**src/rtl/pu_pkg.sv**
```systemverilog
// pu_pkg: shared types and helper functions for the pu_stream_array block.
//   pu_state_e      - accumulation FSM state (S_IDLE, S_ACCUM)
//   pu_cnt_width    - beat counter width for a given accumulation length (min 1)
//   pu_requant      - arithmetic right shift then optional saturation to out_w bits
//   pu_clipped      - reports whether pu_requant with saturation would clip
// Values are carried at REQ_W bits, so ACC_WIDTH must not exceed REQ_W.
package pu_pkg;

  typedef enum logic [0:0] {
    S_IDLE  = 1'b0,
    S_ACCUM = 1'b1
  } pu_state_e;

  localparam int REQ_W = 64;

  function automatic int pu_cnt_width(input int len);
    int w;
    w = $clog2(len);
    if (w < 1) begin
      w = 1;
    end else begin
      w = w;
    end
    return w;
  endfunction

  // Shifted value; clipped to the signed out_w range when sat_en is set.
  // The caller keeps the low out_w bits, which is plain truncation otherwise.
  function automatic logic [REQ_W-1:0] pu_requant(input logic signed [REQ_W-1:0] value,
                                                  input int shift, input int out_w,
                                                  input bit sat_en);
    logic signed [REQ_W-1:0] shifted;
    logic signed [REQ_W-1:0] hi;
    logic signed [REQ_W-1:0] lo;
    logic signed [REQ_W-1:0] res;
    shifted = value >>> shift;
    hi      = (64'sd1 <<< (out_w - 1)) - 64'sd1;
    lo      = -(64'sd1 <<< (out_w - 1));
    if (sat_en && (shifted > hi)) begin
      res = hi;
    end else if (sat_en && (shifted < lo)) begin
      res = lo;
    end else begin
      res = shifted;
    end
    return res;
  endfunction

  function automatic logic pu_clipped(input logic signed [REQ_W-1:0] value,
                                      input int shift, input int out_w);
    logic signed [REQ_W-1:0] shifted;
    logic signed [REQ_W-1:0] hi;
    logic signed [REQ_W-1:0] lo;
    shifted = value >>> shift;
    hi      = (64'sd1 <<< (out_w - 1)) - 64'sd1;
    lo      = -(64'sd1 <<< (out_w - 1));
    return (shifted > hi) || (shifted < lo);
  endfunction

endpackage

```
**src/rtl/pu_lane.sv**
```systemverilog
// pu_lane: one signed multiply-accumulate lane.
//   clk, rst   - clock, asynchronous active-high reset
//   clear      - synchronous clear of the accumulator
//   beat       - an input beat is accepted this cycle
//   last       - the accepted beat closes the block (accumulator returns to 0)
//   din, win   - signed activation and weight
//   acc_sum    - accumulator plus current product (the value a closing beat produces)
module pu_lane #(
  parameter int DATA_WIDTH   = 8,
  parameter int WEIGHT_WIDTH = 8,
  parameter int ACC_WIDTH    = 32
) (
  input  logic                    clk,
  input  logic                    rst,
  input  logic                    clear,
  input  logic                    beat,
  input  logic                    last,
  input  logic [DATA_WIDTH-1:0]   din,
  input  logic [WEIGHT_WIDTH-1:0] win,
  output logic [ACC_WIDTH-1:0]    acc_sum
);

  localparam int PW = DATA_WIDTH + WEIGHT_WIDTH;

  logic signed [DATA_WIDTH-1:0]   din_s;
  logic signed [WEIGHT_WIDTH-1:0] win_s;
  logic signed [PW-1:0]           prod_s;
  logic signed [ACC_WIDTH-1:0]    prod_ext_s;
  logic signed [ACC_WIDTH-1:0]    sum_s;
  logic signed [ACC_WIDTH-1:0]    acc_r;

  assign din_s      = din;
  assign win_s      = win;
  // Operands are sign-extended to the full product width before multiplying.
  assign prod_s     = PW'(din_s) * PW'(win_s);
  assign prod_ext_s = ACC_WIDTH'(prod_s);
  // Two's complement wrap at ACC_WIDTH is intentional.
  assign sum_s      = acc_r + prod_ext_s;
  assign acc_sum    = sum_s;

  // Accumulator: cleared, reloaded with zero on the closing beat, or summed.
  always_ff @(posedge clk or posedge rst) begin
    if (rst) begin
      acc_r <= {ACC_WIDTH{1'b0}};
    end else if (clear) begin
      acc_r <= {ACC_WIDTH{1'b0}};
    end else if (beat && last) begin
      acc_r <= {ACC_WIDTH{1'b0}};
    end else if (beat) begin
      acc_r <= sum_s;
    end else begin
      acc_r <= acc_r;
    end
  end

endmodule

```
**src/rtl/pu_stream_array.sv**
```systemverilog
// pu_stream_array: MAC_NUM parallel signed MAC lanes summing ACC_LEN beats per
// result, with a one-entry output buffer and shift requantisation.
// Optional macro PU_SAT_EN: saturate each lane to OUT_WIDTH signed range and
// flag clipping on sat_o; without it results are truncated and sat_o is 0.
// Ports:
//   clk_i, rst_i            - clock, asynchronous active-high reset
//   en_i, clear_i           - global enable, synchronous accumulator clear
//   in_valid_i/in_ready_o   - input beat handshake (din_i, win_i)
//   out_valid_o/out_ready_i - result handshake (out_data_o, sat_o)
//   busy_o                  - FSM is in S_ACCUM
module pu_stream_array
  import pu_pkg::*;
#(
  parameter int DATA_WIDTH    = 8,
  parameter int WEIGHT_WIDTH  = 8,
  parameter int MAC_NUM       = 8,
  parameter int ACC_WIDTH     = 32,
  parameter int OUT_WIDTH     = 16,
  parameter int ACC_LEN       = 16,
  parameter int SHIFT         = 0,
  parameter int WEIGHT_SHARED = 1
) (
  input  logic                                                   clk_i,
  input  logic                                                   rst_i,
  input  logic                                                   en_i,
  input  logic                                                   clear_i,
  input  logic                                                   in_valid_i,
  output logic                                                   in_ready_o,
  input  logic [DATA_WIDTH*MAC_NUM-1:0]                          din_i,
  input  logic [WEIGHT_WIDTH*(WEIGHT_SHARED != 0 ? 1 : MAC_NUM)-1:0] win_i,
  output logic                                                   out_valid_o,
  input  logic                                                   out_ready_i,
  output logic [OUT_WIDTH*MAC_NUM-1:0]                           out_data_o,
  output logic [MAC_NUM-1:0]                                     sat_o,
  output logic                                                   busy_o
);

  localparam int              CNT_W    = pu_cnt_width(ACC_LEN);
  localparam logic [CNT_W-1:0] CNT_LAST = CNT_W'(ACC_LEN - 1);
`ifdef PU_SAT_EN
  localparam bit SAT_EN = 1'b1;
`else
  localparam bit SAT_EN = 1'b0;
`endif

  pu_state_e                    state_r;
  pu_state_e                    state_n_s;
  logic [CNT_W-1:0]             cnt_r;
  logic [CNT_W-1:0]             cnt_n_s;
  logic                         last_beat_s;
  logic                         stall_s;
  logic                         in_ready_s;
  logic                         fire_s;
  logic                         push_s;
  logic                         pop_s;
  logic                         out_valid_r;
  logic [OUT_WIDTH*MAC_NUM-1:0] out_data_r;
  logic [OUT_WIDTH*MAC_NUM-1:0] res_data_s;

  assign last_beat_s = (cnt_r == CNT_LAST);
  // Only the closing beat needs the buffer; earlier beats flow regardless.
  assign stall_s     = last_beat_s & out_valid_r & ~out_ready_i;
  assign in_ready_s  = en_i & ~clear_i & ~stall_s;
  assign fire_s      = in_valid_i & in_ready_s;
  assign push_s      = fire_s & last_beat_s;
  assign pop_s       = out_valid_r & out_ready_i;

  assign in_ready_o  = in_ready_s;
  assign out_valid_o = out_valid_r;
  assign out_data_o  = out_data_r;
  assign busy_o      = (state_r == S_ACCUM);

  for (genvar i = 0; i < MAC_NUM; i++) begin : g_lane
    logic [WEIGHT_WIDTH-1:0]     w_s;
    logic signed [ACC_WIDTH-1:0] sum_s;
    logic [REQ_W-1:0]            q_s;

    if (WEIGHT_SHARED != 0) begin : g_shared
      assign w_s = win_i[WEIGHT_WIDTH-1:0];
    end else begin : g_own
      assign w_s = win_i[i*WEIGHT_WIDTH +: WEIGHT_WIDTH];
    end

    pu_lane #(
      .DATA_WIDTH  (DATA_WIDTH),
      .WEIGHT_WIDTH(WEIGHT_WIDTH),
      .ACC_WIDTH   (ACC_WIDTH)
    ) u_lane (
      .clk    (clk_i),
      .rst    (rst_i),
      .clear  (clear_i),
      .beat   (fire_s),
      .last   (last_beat_s),
      .din    (din_i[i*DATA_WIDTH +: DATA_WIDTH]),
      .win    (w_s),
      .acc_sum(sum_s)
    );

    assign q_s = pu_requant(REQ_W'(sum_s), SHIFT, OUT_WIDTH, SAT_EN);
    assign res_data_s[i*OUT_WIDTH +: OUT_WIDTH] = OUT_WIDTH'(q_s);
  end

  // FSM and beat counter registers.
  always_ff @(posedge clk_i or posedge rst_i) begin
    if (rst_i) begin
      state_r <= S_IDLE;
      cnt_r   <= {CNT_W{1'b0}};
    end else begin
      state_r <= state_n_s;
      cnt_r   <= cnt_n_s;
    end
  end

  // Next state and counter: clear wins, the closing beat rewinds, others count.
  always_comb begin
    state_n_s = state_r;
    cnt_n_s   = cnt_r;
    case (state_r)
      S_IDLE, S_ACCUM: begin
        if (clear_i) begin
          state_n_s = S_IDLE;
          cnt_n_s   = {CNT_W{1'b0}};
        end else if (push_s) begin
          state_n_s = S_IDLE;
          cnt_n_s   = {CNT_W{1'b0}};
        end else if (fire_s) begin
          state_n_s = S_ACCUM;
          cnt_n_s   = cnt_r + CNT_W'(1);
        end else begin
          state_n_s = state_r;
          cnt_n_s   = cnt_r;
        end
      end
      default: begin
        state_n_s = S_IDLE;
        cnt_n_s   = {CNT_W{1'b0}};
      end
    endcase
  end

  // Output buffer: a push takes priority over a simultaneous pop (reload).
  always_ff @(posedge clk_i or posedge rst_i) begin
    if (rst_i) begin
      out_valid_r <= 1'b0;
      out_data_r  <= {(OUT_WIDTH*MAC_NUM){1'b0}};
    end else if (push_s) begin
      out_valid_r <= 1'b1;
      out_data_r  <= res_data_s;
    end else if (pop_s) begin
      out_valid_r <= 1'b0;
      out_data_r  <= out_data_r;
    end else begin
      out_valid_r <= out_valid_r;
      out_data_r  <= out_data_r;
    end
  end

`ifdef PU_SAT_EN
  logic [MAC_NUM-1:0] sat_r;
  logic [MAC_NUM-1:0] res_sat_s;

  for (genvar i = 0; i < MAC_NUM; i++) begin : g_sat
    assign res_sat_s[i] = pu_clipped(REQ_W'(g_lane[i].sum_s), SHIFT, OUT_WIDTH);
  end

  // Saturation flags travel with the buffered result.
  always_ff @(posedge clk_i or posedge rst_i) begin
    if (rst_i) begin
      sat_r <= {MAC_NUM{1'b0}};
    end else if (push_s) begin
      sat_r <= res_sat_s;
    end else begin
      sat_r <= sat_r;
    end
  end

  assign sat_o = sat_r;
`else
  assign sat_o = {MAC_NUM{1'b0}};
`endif

endmodule
```
**config.mk**
```make
export PLATFORM = sky130hd
export DESIGN_NAME = pu_stream_array
export DESIGN_NICKNAME = d
export VERILOG_FILES = /design/src/rtl/pu_pkg.sv /design/src/rtl/pu_lane.sv /design/src/rtl/pu_stream_array.sv
export SDC_FILE = /design/constraint.sdc
export NUM_CORES = 2
export LEC_CHECK = 0
export CAP_MARGIN = 10
export CORE_MARGIN = 10
export CORE_UTILIZATION = 30
export CTS_BUF_LIST = sky130_fd_sc_hd__clkbuf_16
export DETAILED_ROUTE_END_ITERATION = 6
export HOLD_SLACK_MARGIN = 0.12
export PLACE_DENSITY = 0.45
export SKIP_LAST_GASP = 1
export SYNTH_ARGS = -nofsm -noshare
export SYNTH_HDL_FRONTEND = slang
export SYNTH_HIERARCHICAL = 1
export SYNTH_SLANG_ARGS = --single-unit
```
**constraint.sdc**
```tcl
create_clock -name clk_i -period 5.67 [get_ports clk_i]
set_input_delay 0.8505 -clock clk_i [delete_from_list [all_inputs] [get_ports clk_i]]
set_output_delay 0.8505 -clock clk_i [all_outputs]
set_load 0.005 [all_outputs]
```
==> flow_metrics.env <==
export IMPL_fin_nets=4557
export IMPL_critical_path_required_ns=6.14
export IMPL_hold_start="out_data_o[35]"
export IMPL_grt_pass1_vias=25000
export IMPL_setup_violations=0
export IMPL_via_per_inst=4.41
export IMPL_period_share_pct=94.0
export IMPL_reg2reg_to="out_data_o[59]"
export IMPL_drv_cap=0
export IMPL_die_w_um=356
export IMPL_drc=0
export IMPL_grt_start_max_net_pins=80
export IMPL_worst_setup_path_type="primary input to flop"
export IMPL_dieArea_mm2=0.127
export IMPL_sequential_cell_area_mm2=0.00656
export IMPL_min_delay_path_class="flop to flop"
export IMPL_placementRows=123
export IMPL_r2r_slack_ns=1.04
export IMPL_cts_tree="built"
export IMPL_fmax_mhz=188
export IMPL_syn_inst=3096
export IMPL_final_common_cell="inv_1"
export IMPL_ctsResizeCount=0
export IMPL_dieHeight_um=356
export IMPL_avgSynthCellArea_um2=10.9
export IMPL_worst_path_max_fanout=8
export IMPL_fin_area_mm2=0.0411
export IMPL_clk_path_buf_depth=3
export IMPL_min_period_ns=5.33
export IMPL_clockRootBuffer="clkbuf_16"
export IMPL_clkLatencyLatePin_ns=0.60
export IMPL_antenna_found_initial=10
export IMPL_hold_depth=1
export IMPL_hold_buffers=0
export IMPL_clock_skew_ns=0.0226
export IMPL_dp_hpwl_um=74100
export IMPL_via_count=22500
export IMPL_fillers=11300
export IMPL_pin_count=217
export IMPL_post_cts_setup_buffer_count=0
export IMPL_cts_sinks=262
export IMPL_final_cell_mix="638 x inv_1, 608 x fa_1, 305 x ha_1"
export IMPL_htreeDepth=2
export IMPL_final_cells=5095
export IMPL_reg2reg_depth=17
export IMPL_dr_first_iter_drc_count=918
export IMPL_status="completed"
export IMPL_io_buffers=208
export IMPL_dp_cells=5023
export IMPL_tightest_slew_ns=1.21
export IMPL_track_usage_pct=14.8
export IMPL_cts_buffers=39
export IMPL_grt_pass1_wl_um=147000
export IMPL_finalHoldViolations=0
export IMPL_wl_um=90000
export IMPL_post_dp_cell_area_mm2=0.0398
export IMPL_slew_viol_final=0
export IMPL_wl_per_cell_um=17.7
export IMPL_slew_headroom_pct=19.3
export IMPL_ir_drop_mv=0.498
export IMPL_cp_end_kind="flop"
export IMPL_netlist_area_mm2=0.0338
export IMPL_drtPass1Iterations=5
export IMPL_start_util_pct=30.2
export IMPL_ant_nets=0
export IMPL_r2r_start="g_lane[3].u_lane/acc_r[6]"
export IMPL_ys_warnings_count=6
export IMPL_post_route_util_pct=36.6
export IMPL_multi_input_area_mm2=0.0244
export IMPL_power_density_mw_per_mm2=603
export IMPL_startpoint_type="primary input"
export IMPL_syn_to_final_growth_pct=21.3
export IMPL_path_clk_slew_ns=0.05
export IMPL_p_leak_uw=0.0209
export IMPL_core_mm2=0.112
export IMPL_grt_overflow_total=0
export IMPL_crit_arrival_ns=5.80
export IMPL_hold_end="out_data_o[35]"
export IMPL_gp_congestion=0.788
export IMPL_drive_above_1_share_pct=14.5
export IMPL_rsz0062_at_grt="false"
[through the flow]
stage	total power (µW)	worst slack, ns	hold WS (ns)	TNS [ns]
after detailed placement	22500	-0.280	0.476	-6.62
after CTS	25300	0.363	0.488	0
after global routing	27800	0.0782	0.506	0
final	24800	0.339	0.479	0
after floorplan	15500	0.200	0.466	0
after global placement	22700	-0.247	0.474	-4.54
[where the power goes]
part           total, µW  switching, µW  leakage, µW  internal, µW
logic              19500          10000       0.0167          9430
clock network       2520           1010     0.000638          1520
registers           2770            417      0.00360          2360
total              24800          11500       0.0209         13300
[registers in the layout (all words and copies together), names as in the netlist]
register             cells
cnt_r                    4
busy_o                   1
out_valid_o              1
g_lane.u_lane/acc_r    128
out_data_o             128
[per-layer routing]
metal	track usage [%]	part of all wire, %
met5	0	0.019
met4	3.50	2.1
met3	2.11	3.7
met2	24.1	47
met1	20.5	47
[critical path: stages]
cell and delay, ns:
clkdlybuf4s50_1 0.55, nand2b_1 0.24, fa_1 0.52, fa_1 0.54
inv_1 0.05, fa_1 0.50, fa_1 0.58, fa_1 0.43
ha_1 0.37, and3_1 0.20, a221oi_2 0.33, a21o_1 0.16
nand2_1 0.06, xor2_1 0.15, mux2_2 0.26
[layout make-up]
cell class	instances	area share (%)
repair buffers	511	11.1
inverters	642	5.88
diodes	3	0.0183
flip-flops and latches	262	16.0
clock buffers	39	2.38
well taps	1500	4.57
clock inverters	28	0.695
multi-input cells	2110	59.3
[worst max-delay path by stage]
stage	start	to	slack, ns	cells past startpoint
finish	din_i[8]	out_data_o[30]	0.34	15
global route	din_i[8]	out_data_o[27]	0.08	16
CTS	din_i[8]	out_data_o[30]	0.36	15
detailed placement	din_i[8]	out_data_o[27]	-0.28	16
global placement	din_i[8]	out_data_o[27]	-0.25	16
floorplan	win_i[1]	out_data_o[27]	0.20	15
(Power assumes the default switching activity.)
